--- src/rtl/sparse_fetch_ctrl.sv ---
// sparse_fetch_ctrl
//
// Streams packed 256-bit sparse-matrix words from the matrix memory into the
// decoder. Issues in-order word reads starting at a base address, buffers up
// to two returned words in a small FIFO, presents the head word on `data`, and
// drives the decoder's sig / CompStart / EOF controls plus the start/done
// handshake with the top-level compute controller.
//
// Ports:
//   clock, reset         rising-edge clock, asynchronous active-low reset
//   start                one-cycle request to begin a matrix (IDLE only)
//   base_addr, num_words first word address and word count, sampled on start
//   busy, done           high outside IDLE / one-cycle completion pulse
//   mem_req, mem_addr    read request and its word address
//   mem_gnt              request accepted when high together with mem_req
//   mem_rvalid/rdata     in-order read return, latency >= 1
//   data, data_valid     FIFO head word (0 when empty) and its valid flag
//   adv                  decoder pops the head word
//   sig                  pulse on the first cycle the first word is valid
//   CompStart            pulse in the cycle after start is accepted
//   EOF                  head word is the last word of the matrix
module sparse_fetch_ctrl #(
  parameter int unsigned ADDR_W = 16,
  parameter int unsigned LEN_W  = 16
) (
  input  logic              clock,
  input  logic              reset,
  input  logic              start,
  input  logic [ADDR_W-1:0] base_addr,
  input  logic [LEN_W-1:0]  num_words,
  output logic              busy,
  output logic              done,
  output logic              mem_req,
  output logic [ADDR_W-1:0] mem_addr,
  input  logic              mem_gnt,
  input  logic              mem_rvalid,
  input  logic [255:0]      mem_rdata,
  output logic [255:0]      data,
  output logic              data_valid,
  input  logic              adv,
  output logic              sig,
  output logic              CompStart,
  output logic              EOF
);

  typedef enum logic [1:0] {StIdle, StPrime, StRun, StDone} state_e;

  state_e            state_q;
  logic [ADDR_W-1:0] base_q;
  logic [LEN_W-1:0]  len_q;
  logic [LEN_W-1:0]  issued_q;
  logic [LEN_W-1:0]  consumed_q;
  logic [1:0]        outstanding_q;
  logic              done_q;
  logic              comp_start_q;

  // Two-entry FIFO
  logic [255:0]      buf_q [2];
  logic              rd_ptr_q;
  logic              wr_ptr_q;
  logic [1:0]        count_q;

  logic              active;
  logic              pop;
  logic              push;
  logic              grant;
  logic              is_last;
  logic              last_pop;
  logic [2:0]        credit;

  always_comb begin
    active     = (state_q == StPrime) || (state_q == StRun);
    data_valid = (count_q != 2'd0);
    pop        = adv && data_valid;
    // Returns with nothing outstanding are stale (e.g. issued before a reset).
    push       = mem_rvalid && (outstanding_q != 2'd0);
    is_last    = (consumed_q == len_q - LEN_W'(1));
    last_pop   = pop && is_last;
    // A pop this cycle frees a slot before any newly granted word can return,
    // which is what lets latency-1 streaming sustain one word per cycle. Once
    // credit exists it can only shrink by a grant, so a pending request holds.
    credit     = {1'b0, count_q} + {1'b0, outstanding_q} - {2'b00, pop};
    mem_req    = active && (issued_q < len_q) && (credit < 3'd2);
    grant      = mem_req && mem_gnt;
    mem_addr   = base_q + ADDR_W'(issued_q);
    data       = data_valid ? buf_q[rd_ptr_q] : '0;
    EOF        = data_valid && is_last;
    sig        = (state_q == StPrime) && data_valid;
    busy       = (state_q != StIdle);
    done       = done_q;
    CompStart  = comp_start_q;
  end

  always_ff @(posedge clock or negedge reset) begin
    if (!reset) begin
      buf_q[0] <= '0;
      buf_q[1] <= '0;
      rd_ptr_q <= 1'b0;
      wr_ptr_q <= 1'b0;
      count_q  <= 2'd0;
    end else begin
      if (push) begin
        buf_q[wr_ptr_q] <= mem_rdata;
        wr_ptr_q        <= ~wr_ptr_q;
      end
      if (pop) begin
        rd_ptr_q <= ~rd_ptr_q;
      end
      count_q <= count_q + {1'b0, push} - {1'b0, pop};
    end
  end

  always_ff @(posedge clock or negedge reset) begin
    if (!reset) begin
      state_q       <= StIdle;
      base_q        <= '0;
      len_q         <= '0;
      issued_q      <= '0;
      consumed_q    <= '0;
      outstanding_q <= 2'd0;
      done_q        <= 1'b0;
      comp_start_q  <= 1'b0;
    end else begin
      comp_start_q <= 1'b0;
      if (grant) begin
        issued_q <= issued_q + LEN_W'(1);
      end
      if (pop) begin
        consumed_q <= consumed_q + LEN_W'(1);
      end
      outstanding_q <= outstanding_q + {1'b0, grant} - {1'b0, push};

      unique case (state_q)
        StIdle: begin
          if (start) begin
            base_q        <= base_addr;
            len_q         <= num_words;
            issued_q      <= '0;
            consumed_q    <= '0;
            outstanding_q <= 2'd0;
            comp_start_q  <= 1'b1;
            state_q       <= (num_words == '0) ? StDone : StPrime;
          end
        end
        StPrime: begin
          if (data_valid) begin
            if (last_pop) begin
              state_q <= StDone;
              done_q  <= 1'b1;
            end else begin
              state_q <= StRun;
            end
          end
        end
        StRun: begin
          if (last_pop) begin
            state_q <= StDone;
            done_q  <= 1'b1;
          end
        end
        StDone: begin
          // done pulses in the final DONE cycle; entering from IDLE (zero
          // length) spends one extra cycle here before the pulse.
          if (done_q) begin
            done_q  <= 1'b0;
            state_q <= StIdle;
          end else begin
            done_q <= 1'b1;
          end
        end
        default: state_q <= StIdle;
      endcase
    end
  end

endmodule

--- config.mk ---
export PLATFORM = sky130hd
export DESIGN_NAME = sparse_fetch_ctrl
export DESIGN_NICKNAME = d
export VERILOG_FILES = /design/src/rtl/sparse_fetch_ctrl.sv
export SDC_FILE = /design/constraint.sdc
export NUM_CORES = 1
export LEC_CHECK = 0
export BUFFER_PORTS_ARGS = -buffer_cell sky130_fd_sc_hd__buf_2
export CORE_ASPECT_RATIO = 1.1
export CORE_MARGIN = 1
export CORE_UTILIZATION = 38
export DETAILED_ROUTE_END_ITERATION = 8
export PLACE_DENSITY = 0.71
export SYNTH_ARGS = -nofsm -noshare
export SYNTH_HDL_FRONTEND = slang
export SYNTH_SLANG_ARGS = --single-unit
--- constraint.sdc ---
create_clock -name clock -period 4.51 [get_ports clock]
set_input_delay 0 -clock clock [delete_from_list [all_inputs] [get_ports clock]]
set_output_delay 0 -clock clock [all_outputs]
set_load 0.1 [all_outputs]
==> impl_metrics.py <==
metrics = {
    "timing": {
        "whs_ps": 66.1,
        "tightest_slew_ps": 938,
        "maxSlewViolCount": 0,
        "skew_ps": 31.3,
        "setup_viol": 0,
        "hold_viol_final": 0,
        "min_period_ps": 3710,
        "fin_setup_tns_ps": 0,
        "fin_crit_sh_pct": 82.3,
        "slew_headroom_pct": 37.4,
        "max_freq_mhz": 269,
        "rsz0062_at_grt": "false",
    },
    "synthesis": {
        "yosys.cell_count.top_type": "dfrtp_1",
        "synth_seq_cells": 586,
        "yosys.area.top_type": "dfrtp_1",
        "synth_flop_cell": "dfrtp_1",
        "synthesis.area_um2": 27800,
        "syn_area_per_cell_um2": 12.4,
        "netlist_top_cells_count": "dfrtp_1 (586), mux2_2 (512), nor2_1 (311), mux2i_1 (261), nand2_1 (91)",
        "synth_cells": 2248,
        "yosysTopAreaCellShare_pct": 52.8,
        "synth_area_leaders": "dfrtp_1 (53%), mux2_2 (21%), mux2i_1 (9.4%)",
        "syn_nets": 2588,
        "ys_types": 69,
        "yosys_warnings": 0,
        "synth_edf_count": 0,
        "synthArstFlopShare_pct": 100,
        "seq_area_frac_synth_pct": 52.8,
    },
    "drt": {
        "post-route-drc-count": 0,
        "via_per_inst": 5.03,
        "routed_wl_mm": 72.5,
        "antenna_left": 0,
        "first_pass_iters": 4,
        "wire_per_inst_um": 17.7,
        "detail_route.iter0.violations": 1130,
        "via_count": 20600,
    },
    "min_path": {
        "hold_path.class": "in -> async",
    },
    "grt": {
        "grt_use_total_pct": 19.2,
        "grt_max_degree": 123,
        "overflow": 0,
        "first_global_vias": 21900,
        "grt_pass1_wl_mm": 115,
        "grt_antenna_before_repair": 3,
    },
    "finish": {
        "syn2layout_area_growth_pct": 33.3,
        "fillers": 6010,
        "seq_area_um2": 14700,
        "drive_gt1_share_pct": 40.3,
        "nNetsFinal": 3442,
        "multi_input_area_um2": 12400,
    },
    "worst_setup_path": {
        "r2r_cells": 16,
        "critPathMaxStageDelay_ps": 450,
        "setup.worst_path.class": "reg -> out",
        "crit_path_top_delay_cell": "dfrtp_1",
        "startpoint_type": "flip-flop",
        "cp_max_fo": 6,
        "setup.worst_path.end_class": "primary output",
        "required_ps": 4510,
        "cpMostUsedCell": "a21oi_1",
        "crit_chain": "ha_1 > a211o_1 > a211oi_1 > o311ai_1 > a31o_2 > a21o_1 > a21oi_1 > a21oi_1 > xnor2_1 > buf_2",
        "arrival_ps": 3710,
    },
    "floorplan": {
        "start_util_pct": 38.6,
        "chipWidth_um": 260,
        "coreArea_um2": 72000,
        "rows": 103,
        "die_area_um2": 74200,
        "io_pins": 573,
        "die_h_um": 286,
    },
    "clock_tree": {
        "cts-root-buf": "clkbuf_16",
        "cts_max_level": 3,
        "cts-buffers-inserted": 66,
        "path_clk_slew_ps": 60,
        "post-cts-setup-buffers": 0,
        "cts_max_path_buffers": 3,
        "cts_sinks": 586,
        "clk_latency_ps": 600,
        "cts_tree": "built",
    },
    "job": {
        "maxCapViolations": 0,
    },
    "place": {
        "io_buffer_count": 572,
        "place_congestion": 0.847,
        "hpwl_mm": 47.5,
    },
    "status": {
        "outcome": "completed",
    },
}
[layout make-up]
type                    instances  share of cell area, %
well taps                     945                   3.19
clock buffers                  88                   5.15
repair buffers                916                   17.1
diodes                          3                 0.0203
multi-input cells            1484                   33.6
clock inverters                24                  0.831
flip-flops and latches        586                   39.6
inverters                      48                  0.487
[cells in the final DEF, fill, tap and decap left out, types with 4 or more instances in the layout]
master / netlist / final
dfrtp_1: 586 / 585
buf_2: 25 / 571
mux2_2: 512 / 512
nor2_1: 311 / 309
dlygate4sd3_1: 0 / 292
mux2i_1: 261 / 261
nand2_1: 91 / 90
clkbuf_16: 0 / 67
inv_1: 47 / 47
ha_1: 44 / 44
buf_4: 0 / 40
xnor2_1: 35 / 35
o21ai_0: 27 / 27
xor2_1: 23 / 23
a21oi_1: 19 / 19
nand4_1: 15 / 15
clkbuf_8: 0 / 15
and3_1: 13 / 13
nand3_1: 13 / 13
buf_12: 0 / 12
nor3_1: 10 / 10
clkinv_2: 0 / 8
nor2b_1: 7 / 7
nor4_1: 7 / 7
a21o_1: 6 / 6
and2_1: 6 / 6
a31o_2: 6 / 6
clkbuf_1: 76 / 6
o21a_1: 5 / 5
a31oi_1: 5 / 5
bufinv_16: 0 / 5
nand2b_1: 4 / 4
a211oi_1: 4 / 4
inv_6: 0 / 4
clkinvlp_4: 0 / 4
[registers in the layout, summed over array words and instances (netlist names), 2 cells and up]
register / count
consumed_q: 16
state_q: 2
outstanding_q: 2
buf_q: 512
base_q: 16
len_q: 16
issued_q: 16
count_q: 2
[final timing paths]
| path | startpoint | end | slack, ps |
|---|---|---|---|
| max | issued_q[1]$_DFF_PN0_ | mem_addr[15] | 800 |
| min | reset | buf_q[494]$_DFFE_PN0P_ | 70 |
| max reg2reg | count_q[1]$_DFF_PN0_ | outstanding_q[1]$_DFF_PN0_ | 830 |
| min reg2reg | base_q[3]$_DFFE_PN0P_ | base_q[3]$_DFFE_PN0P_ | 490 |
| max in group asynchronous | reset | buf_q[267]$_DFFE_PN0P_ | 3210 |
| min in group clock | start | issued_q[13]$_DFF_PN0_ | 70 |
[routing by layer]
layer  share of wire [%]  global-route usage [%]
met1                  40                    22.7
met2                  50                    33.3
met3                 5.1                    3.76
met4                 4.3                    9.06
met5               0.014                       0
[per-stage QoR]
step / setup WS [ps] / cell area (µm²) / cells / utilization, %
after floorplan: 298 / 27800 / 2248 / -
after global placement: 784 / 31900 / 3687 / 44.3
after detailed placement: 818 / 31900 / 3687 / 44.3
after CTS: 777 / 37000 / 4091 / 51.4
after global routing: 513 / 37000 / 4093 / 51.4
final: 799 / 37000 / 4094 / 51.4
[cells by family after synthesis]
group / share of synthesized area, %
AND/OR/NAND/NOR: 7.69
buffers and inverters: 2.52
flip-flops: 52.8
AO/OA/AOI/OAI: 2.90
adder cells (fa/ha/maj): 2.13
XOR/XNOR: 1.83
multiplexers: 30.2
[timing repair]
item                                   4_1_cts  5_1_grt
resized for setup                            0        0
endpoints found under the hold margin      649        0
hold buffers                               292        0
[worst max-delay path, delay by kind of cell, from the launching register on]
kind                     cells  cell delay [ps]
AO/OA/AOI/OAI                7             1750
flip-flops                   1              450
buffers and inverters        1              440
adder cells (fa/ha/maj)      1              320
XOR/XNOR                     1              150
Power is left out: the tool's default activity adds up to more than one toggle a clock period on the data nets, which glitch-free logic cannot reach.
